`src/rtl/mtr_spd_slew.sv`:
```
// mtr_spd_slew: conditions raw signed speed commands for the H-bridge driver.
// Clamps commands, slew-limits both outputs on a shared tick, enforces a
// zero-speed dwell before any direction reversal, and forces zero on fault.
module mtr_spd_slew #(
   parameter int unsigned TICK_DIV   = 1024,
   parameter int unsigned STEP       = 8,
   parameter int unsigned MAX_SPD    = 2000,
   parameter int unsigned ZERO_DWELL = 4
) (
   input  logic               clk,
   input  logic               rst_n,
   input  logic signed [11:0] lft_cmd,
   input  logic signed [11:0] rght_cmd,
   input  logic               cmd_vld,
   input  logic               mtr_en,
   input  logic               OVR_I_shtdwn,
   output logic signed [11:0] lft_spd,
   output logic signed [11:0] rght_spd,
   output logic               at_target,
   output logic               fault
);

   localparam int unsigned PW = (TICK_DIV > 1) ? $clog2(TICK_DIV) : 1;
   localparam int unsigned DW = $clog2(ZERO_DWELL + 1);
   localparam logic [PW-1:0] PRE_LAST     = PW'(TICK_DIV - 1);
   localparam logic [DW-1:0] DWELL_LAST   = DW'(ZERO_DWELL - 1);
   localparam logic signed [12:0] STEP_S  = 13'(STEP);
   localparam logic signed [12:0] MAX_S   = 13'(MAX_SPD);
   localparam logic signed [12:0] MIN_S   = -MAX_S;

   typedef enum logic [1:0] {ST_STOP, ST_RUN, ST_FAULT} state_t;

   state_t                r_state, w_state_nxt;
   logic [PW-1:0]         r_pre;
   logic                  w_tick;
   logic                  w_run, w_force0;
   logic signed [11:0]    r_tgt [2];
   logic signed [11:0]    w_out [2];
   logic                  r_at, r_fault;

   function automatic logic signed [11:0] f_clamp(input logic signed [11:0] i_c);
      logic signed [12:0] w_c;
      w_c = {i_c[11], i_c};
      if (w_c > MAX_S)      return MAX_S[11:0];
      else if (w_c < MIN_S) return MIN_S[11:0];
      else                  return i_c;
   endfunction

   assign w_tick = (r_pre == PRE_LAST);

   // Free-running tick prescaler
   always_ff @(posedge clk or negedge rst_n) begin
      if (!rst_n)      r_pre <= '0;
      else if (w_tick) r_pre <= '0;
      else             r_pre <= r_pre + PW'(1);
   end

   // Command latch with clamp, active in every state
   always_ff @(posedge clk or negedge rst_n) begin
      if (!rst_n) begin
         r_tgt[0] <= '0;
         r_tgt[1] <= '0;
      end else if (cmd_vld) begin
         r_tgt[0] <= f_clamp(lft_cmd);
         r_tgt[1] <= f_clamp(rght_cmd);
      end
   end

   // FSM state register
   always_ff @(posedge clk or negedge rst_n) begin
      if (!rst_n) r_state <= ST_STOP;
      else        r_state <= w_state_nxt;
   end

   // FSM next state: shutdown dominates, FAULT is left only by reset
   always_comb begin
      w_state_nxt = r_state;
      if (OVR_I_shtdwn) begin
         w_state_nxt = ST_FAULT;
      end else begin
         case (r_state)
            ST_STOP:  if (mtr_en)  w_state_nxt = ST_RUN;
            ST_RUN:   if (!mtr_en) w_state_nxt = ST_STOP;
            default:  w_state_nxt = ST_FAULT;
         endcase
      end
   end

   // FSM outputs: target gating and immediate zero forcing
   always_comb begin
      w_run    = (r_state == ST_RUN);
      w_force0 = (w_state_nxt == ST_FAULT);
   end

   for (genvar g = 0; g < 2; g++) begin : g_ch
      logic signed [11:0] r_out;
      logic               r_armed, r_dir;
      logic [DW-1:0]      r_dwell;
      logic signed [11:0] w_eff;
      logic signed [12:0] w_diff, w_cand;
      logic               w_rev;
      logic signed [11:0] w_out_nxt;
      logic               w_armed_nxt, w_dir_nxt;
      logic [DW-1:0]      w_dwell_nxt;

      // Per-channel slew step with reversal dwell; the step is clipped so it
      // never carries the output across zero in one tick
      always_comb begin
         w_eff       = w_run ? r_tgt[g] : '0;
         w_diff      = {w_eff[11], w_eff} - {r_out[11], r_out};
         w_rev       = (r_out == '0) && r_armed && (w_eff != '0) && (w_eff[11] != r_dir);
         w_cand      = '0;
         w_out_nxt   = r_out;
         w_armed_nxt = r_armed;
         w_dir_nxt   = r_dir;
         w_dwell_nxt = r_dwell;
         if (w_rev) begin
            if (r_dwell == DWELL_LAST) begin
               w_armed_nxt = 1'b0;
               w_dwell_nxt = '0;
            end else begin
               w_dwell_nxt = r_dwell + DW'(1);
            end
         end else begin
            w_dwell_nxt = '0;
            if (w_diff > STEP_S)       w_cand = {r_out[11], r_out} + STEP_S;
            else if (w_diff < -STEP_S) w_cand = {r_out[11], r_out} - STEP_S;
            else                       w_cand = {w_eff[11], w_eff};
            if ((r_out != '0) && (w_cand != '0) && (w_cand[12] != r_out[11]))
               w_cand = '0;
            w_out_nxt = w_cand[11:0];
            if (w_cand != '0) begin
               w_armed_nxt = 1'b1;
               w_dir_nxt   = w_cand[12];
            end
         end
      end

      // Per-channel output and dwell state; fault forces zero without a ramp
      always_ff @(posedge clk or negedge rst_n) begin
         if (!rst_n) begin
            r_out   <= '0;
            r_armed <= 1'b0;
            r_dir   <= 1'b0;
            r_dwell <= '0;
         end else if (w_force0) begin
            r_out   <= '0;
         end else if (w_tick) begin
            r_out   <= w_out_nxt;
            r_armed <= w_armed_nxt;
            r_dir   <= w_dir_nxt;
            r_dwell <= w_dwell_nxt;
         end
      end

      assign w_out[g] = r_out;
   end

   // Registered status; at_target only while RUN persists across the edge
   always_ff @(posedge clk or negedge rst_n) begin
      if (!rst_n) begin
         r_at    <= 1'b0;
         r_fault <= 1'b0;
      end else begin
         r_at    <= w_run && (w_state_nxt == ST_RUN) &&
                    (w_out[0] == r_tgt[0]) && (w_out[1] == r_tgt[1]);
         r_fault <= (w_state_nxt == ST_FAULT);
      end
   end

   assign lft_spd   = w_out[0];
   assign rght_spd  = w_out[1];
   assign at_target = r_at;
   assign fault     = r_fault;

endmodule

```
`config.mk`:
```
export PLATFORM = sky130hd
export DESIGN_NAME = mtr_spd_slew
export DESIGN_NICKNAME = d
export VERILOG_FILES = /design/src/rtl/mtr_spd_slew.sv
export SDC_FILE = /design/constraint.sdc
export NUM_CORES = 1
export LEC_CHECK = 0
export CAP_MARGIN = 20
export CORE_UTILIZATION = 64
export DETAILED_ROUTE_END_ITERATION = 12
export GPL_TIMING_DRIVEN = 0
export PLACE_DENSITY = 0.95
export SYNTH_ARGS = -nofsm -noshare
export SYNTH_HDL_FRONTEND = slang
export SYNTH_SLANG_ARGS = --single-unit
```
`constraint.sdc`:
```
create_clock -name clk -period 11.2 [get_ports clk]
set_input_delay 1.12 -clock clk [delete_from_list [all_inputs] [get_ports clk]]
set_output_delay 1.12 -clock clk [all_outputs]
set_load 0.05 [all_outputs]
```
Word level (Yosys, flattened, before mapping) --
Index checks and enable logic that the tools add are counted.
Word-level totals: bits of input ports 29, output and inout bits 26, register bits after elaboration 72, word-level logic and storage cells 121
Operators by class: $add $sub $neg 9, reduce and logical (&&, ||, !) cells 34, magnitude comparators 8, mux-type cells 37, equality and inequality tests 16, bitwise gates (word level) 3
Operators with widths (count):
- 12-bit two-way mux | 12
- 13-bit two-way mux | 10
- 13-bit nonzero test | 4
- 12-bit nonzero test | 4
- 12-bit by 5-bit adder with 13-bit output, second input constant | 2
- 13-bit by 5-bit > comparator with 1-bit output, second input constant | 2
- 13-bit by 4-bit < comparator with 1-bit output, second input constant | 2
- 12-bit by 12-bit subtractor with 13-bit output | 2
- 12-bit by 5-bit subtractor with 13-bit output, second input constant | 2
- 12-bit == test | 2
- 12-bit > comparator, second input constant | 2
- 12-bit zero test | 2
- 12-bit < comparator, second input constant | 2
- 4-bit AND reduction | 4
- 1-bit logical AND | 13
- 3-bit two-way mux | 4
- 10-bit by 1-bit adder with 10-bit output, second input constant | 1
- 10-bit == test, second input constant | 1
- 10-bit two-way mux | 1
- 3-bit by 1-bit adder with 3-bit output, second input constant | 2
- 3-bit by 2-bit == test with 1-bit output, second input constant | 2
- 1-bit two-way mux | 6
- 2-bit two-way mux | 3
- 2-bit AND reduction | 3
- 9 further kinds | 19

Logic depth before layout (Yosys ltp) --
word-level depth 15, gate-level depth with buffers 21, gate-level depth less buffers 16

Worst setup path before layout --
OpenSTA, ideal clock, no wires.
path kind register -> register, start register r_state[1], end register g_ch[1].r_dir, cell stages (with the launch flop) 18, period minus slack after synthesis 5.000 ns, setup time 0.127 ns, arrival time 4.873 ns, data required time 11.073 ns, path buffers 2, path slack 6.200 ns, cell sequence dfrtp_1 nor2b_1 clkbuf_1 clkbuf_1 and2_1 ha_1 and2_1 a211oi_1 o21a_1 xnor2_1 a311o_1 nor4_4 mux2_2 mux2_2 or4_4 nor4_4 nand2b_1 mux2_1
On the way: longest elaborated chain between the ends 14, elaborated cells on any way between the ends 28, those cells by class 1 x add/sub; 2 x order compare; 4 x eq/ne; 10 x mux; 2 x bitwise; 9 x reduce/logical
Ends and longest elaborated chain:
- start, declared | RTL line 33 | state_t r_state, w_state_nxt;
- start signal, assigned | RTL line 72 | else r_state <= w_state_nxt;
- 2-bit by 1-bit == test with 1-bit output | RTL line 81, 91
- 12-bit two-way mux | RTL line 109 | w_eff = w_run ? r_tgt[g] : '0;
- 12-bit by 12-bit subtractor with 13-bit output | RTL line 110 | w_diff = {w_eff[11], w_eff} - {r_out[11], r_out};
- 13-bit by 4-bit < comparator with 1-bit output | RTL line 127 | else if (w_diff < -STEP_S) w_cand = {r_out[11], r_out} - STEP_S;
- 13-bit two-way mux | RTL line 127
- 13-bit two-way mux | RTL line 126 | if (w_diff > STEP_S) w_cand = {r_out[11], r_out} + STEP_S;
- 13-bit two-way mux | RTL line 117 | if (w_rev) begin
- 13-bit nonzero test | RTL line 129 | if ((r_out != '0) && (w_cand != '0) && (w_cand[12] != r_out[11]))
- 1-bit logical AND (2 in series) | RTL line 129
- 13-bit two-way mux | RTL line 129
- 13-bit two-way mux | RTL line 117
- 13-bit nonzero test | RTL line 132 | if (w_cand != '0) begin
- 4-bit AND reduction (no source line)
- end signal, assigned | RTL line 151 | r_dir <= w_dir_nxt;
- end, declared | RTL line 97 | logic r_armed, r_dir;
Several ways; a longest one is shown, not always the timed one. The select of a mux whose other input is x is not followed. A chain may end at the register's enable or synchronous reset.

Final worst setup path --
Ends and elaborated chain as after synthesis.

==> qor.csv <==
stage,metric,value,unit
placement,RePlAce Congestion,0.998,
logic_synthesis,Synth area leaders,"dfrtp_1, ha_1, nand2_1, xnor2_1, inv_1",
pwr,P per Cell Area,73.5,nW/um2
finish,synthesis-to-layout area growth,13.8,%
critical_path,CP max FO,10,
floorplan,Die Area,10500,um2
logic_synthesis,Gate Count Post-Synth,803,
cts,Worst-Skew Late Latency,360,ps
pwr,Sw Ratio,0.299,
logic_synthesis,"area leader, netlist",dfrtp_1,
floorplan,core area,9770,um2
critical_path,worst-case reg-to-reg path depth,17,
pwr,clock share of power,0.378,
critical_path,Crit-path slowest cell,nor4_4,
logic_synthesis,library cells used by synthesis,77,
timing,WHS,476,ps
timing,final period utilization,0.574,
critical_path,arrival time of the worst setup path,6680,ps
critical_path,capturing element type of the critical path,flop,
detailed_routing,Detail Route Antenna Nets,0,
finish,area of the multi-input gates,4280,um2
logic_synthesis,synth warn,0,
logic_synthesis,Synth Cell Area,6440,um2
cts,clock slew at reported path FFs,90,ps
logic_synthesis,Post-synth EDFFs,0,
timing,Least-Margin Pin Slew,963,ps
global_route,antenna violations before repair,0,
timing,setup ws final,4770,ps
flow_run,maxcap violations,0,
pwr,worst vdd rail ir drop,0.0000769,V
timing,"Hold Violations, Final",0,
finish,FF/Latch Area,1800,um2
finish,Non-Filler Instances,1007,
detailed_routing,Residual DRC,0,
floorplan,Die Y,102,um
timing,fmax,156,MHz
pwr,Reg power frac,0.527,
floorplan,initial core utilization,0.659,
placement,DP Wirelength,15700,um
pwr,Switch Pwr,161,uW
detailed_routing,DRT iter0 DRCs,665,
finish,fraction of layout cells with a size suffix above 1,0.0515,
detailed_routing,DR WL/cell,20.7,um
pwr,Int Pwr,377,uW
timing,Clock Skew,12.3,ps
pwr,Leak,0.00318,uW
floorplan,num rows,36,
cts,Root Driver,clkbuf_8,
detailed_routing,vias,6910,
placement,dpl cells,991,
finish,# nets final,933,
critical_path,crit path cell chain,nor2b_1 -> clkbuf_1 -> clkbuf_1 -> and2_1 -> ha_1 -> and2_1 -> a211oi_1 -> o21a_1 -> xnor2_1 -> a311o_1 -> nor4_4 -> mux2_2 -> mux2_2 -> or4_4 -> nor4_4 -> nand2b_1 -> mux2_1,
placement,port bufs,53,
cts,# Post-CTS Setup Buffers,0,
global_route,pin count of the biggest net entering global routing,73,
timing,Period minus WS final,6430,ps
detailed_routing,drt via density,6.86,
timing,RSZ-0062 raised after global routing,no,
cts,H-tree levels,3,
cts,Max Buffers Root-to-Sink,2,
cts,Num CTS Buffers,9,
cts,CTS hold repair buffers,0,
global_route,total congestion overflow,0,
global_route,GRT Overall Usage,0.417,
logic_synthesis,Main synth FF type,dfrtp_1,
timing,max_slew headroom,0.349,
cts,clock sink count,72,
global_route,first-pass GRT wire length,33400,um
critical_path,type of origin of the critical path,flop,
outcome,status,completed,
critical_path,CP required,11450,ps
cts,CTS tree,yes,
logic_synthesis,Synth top area share,0.280,
detailed_routing,DR pass1 iterations,8,
logic_synthesis,Post-Syn Nets,867,
hold_path,Tightest Hold Check Type,flop to flop,
floorplan,chip width,102,um
logic_synthesis,#FFs+latches synth,72,
timing,Slew Limit Fails,0,
floorplan,io pins,55,
cts,Post-CTS Resized,0,
global_route,vias in the first global route,6419,
finish,number of fill cells,716,
logic_synthesis,Mean Syn Cell Area,8.02,um2
pwr,Design Power,538,uW
pwr,Comb power frac,0.096,
placement,Place WS,5170,ps
logic_synthesis,post-synthesis sequential area ratio,0.280,
detailed_routing,Routed WL,20800,um
timing,final setup fails,0,
critical_path,CP peak stage delay,600,ps
finish,n_diodes,0,
logic_synthesis,post-synthesis async set-or-reset flop share,1.00,
timing,setup TNS,0,ps
critical_path,critical path class,flop to flop,
hold_path,Hold Path Depth,1,
[final timing paths]
kind,startpoint,to,slack [ps]
worst max-delay path,r_state[1]$_DFF_PN0_,g_ch[1].r_dir$_DFFE_PN0P_,4770
worst min-delay path,r_pre[6]$_DFF_PN0_,r_pre[6]$_DFF_PN0_,480
min in group asynchronous,rst_n,rght_spd[10]$_DFFE_PN0P_,880
worst max register to register,r_state[1]$_DFF_PN0_,g_ch[1].r_dir$_DFFE_PN0P_,4770
max in group asynchronous,rst_n,lft_spd[3]$_DFFE_PN0P_,9710
worst min register to register,r_pre[6]$_DFF_PN0_,r_pre[6]$_DFF_PN0_,480
[layer usage]
| metal | up-vias | global-route usage | part of all wire |
|---|---|---|---|
| met2 | 486 | 0.632 | 0.44 |
| met1 | 3257 | 0.588 | 0.42 |
| met3 | 78 | 0.0964 | 0.11 |
| met4 | 0 | 0.136 | 0.029 |
| li1 | 3089 | - | - |
| met5 | - | 0 | 0 |
[cell families (layout without fill, tap and decap cells)]
| family | count (synthesis) | after routing | synth area share |
|---|---|---|---|
| fa+ha+maj | 35 | 35 | 0.0680 |
| flops | 72 | 72 | 0.280 |
| simple gates | 299 | 299 | 0.240 |
| buf+inv | 93 | 164 | 0.0556 |
| mux | 12 | 12 | 0.0198 |
| compound gates | 240 | 240 | 0.266 |
| xor+xnor | 52 | 52 | 0.0707 |
[cells in the final DEF (no fill, tap or decap), drive strengths merged, types with 30 or more instances in the layout]
cell type	n
nand2	89
dfrtp	72
inv	63
o21ai	58
nor2	52
clkdlybuf4s50	52
clkbuf	36
ha	35
a21oi	34
xnor2	32
nand3	30
[through the flow]
stage	utilization	area (um2)
5_1_grt	0.750	7330
6_report	0.750	7330
2_1_floorplan	-	6440
3_5_place_dp	0.731	7140
4_1_cts	0.750	7330
3_3_place_gp	0.730	7140
[cells in the mapped netlist (all sizes together), types with 15 or more instances]
cell    instances
nor2           52
inv            59
a21oi          34
o21ai          58
nor3           18
and2           20
ha             35
nand2          89
clkbuf         27
nor2b          15
nand3          30
dfrtp          72
xnor2          32
xor2           20
[power by group through the flow]
stage	registers (uW)	logic [uW]	clock network, uW
floorplan	282	25.6	0
global placement	286	46.1	0
detailed placement	287	49.5	0
CTS	282	50.5	202
global route	284	55.8	215
finish	284	51.5	203
[flip-flops by register name, summed over array words and instances, names as in the netlist]
name / count
rght_spd: 12
lft_spd: 12
at_target: 1
g_ch.r_armed: 2
g_ch.r_dwell: 6
r_tgt: 24
r_pre: 10
fault: 1
g_ch.r_dir: 2
r_state: 2
[worst max-delay path, delay by kind of cell, from the launching register on]
kind / cells / cell delay, ps
buf+inv: 2 / 900
simple gates: 7 / 2580
compound gates: 3 / 890
mux: 3 / 1040
xor+xnor: 1 / 100
fa+ha+maj: 1 / 320
flops: 1 / 460
[area by class of cell]
| class | instances | area share |
|---|---|---|
| multi-input cells | 638 | 0.584 |
| inverters | 59 | 0.0302 |
| well taps | 133 | 0.0227 |
| clock inverters | 7 | 0.00837 |
| flip-flops and latches | 72 | 0.246 |
| clock buffers | 9 | 0.0169 |
| plain buffers | 34 | 0.0186 |
| repair buffers | 55 | 0.0734 |
No activity file was read; power rests on OpenSTA's default activity.
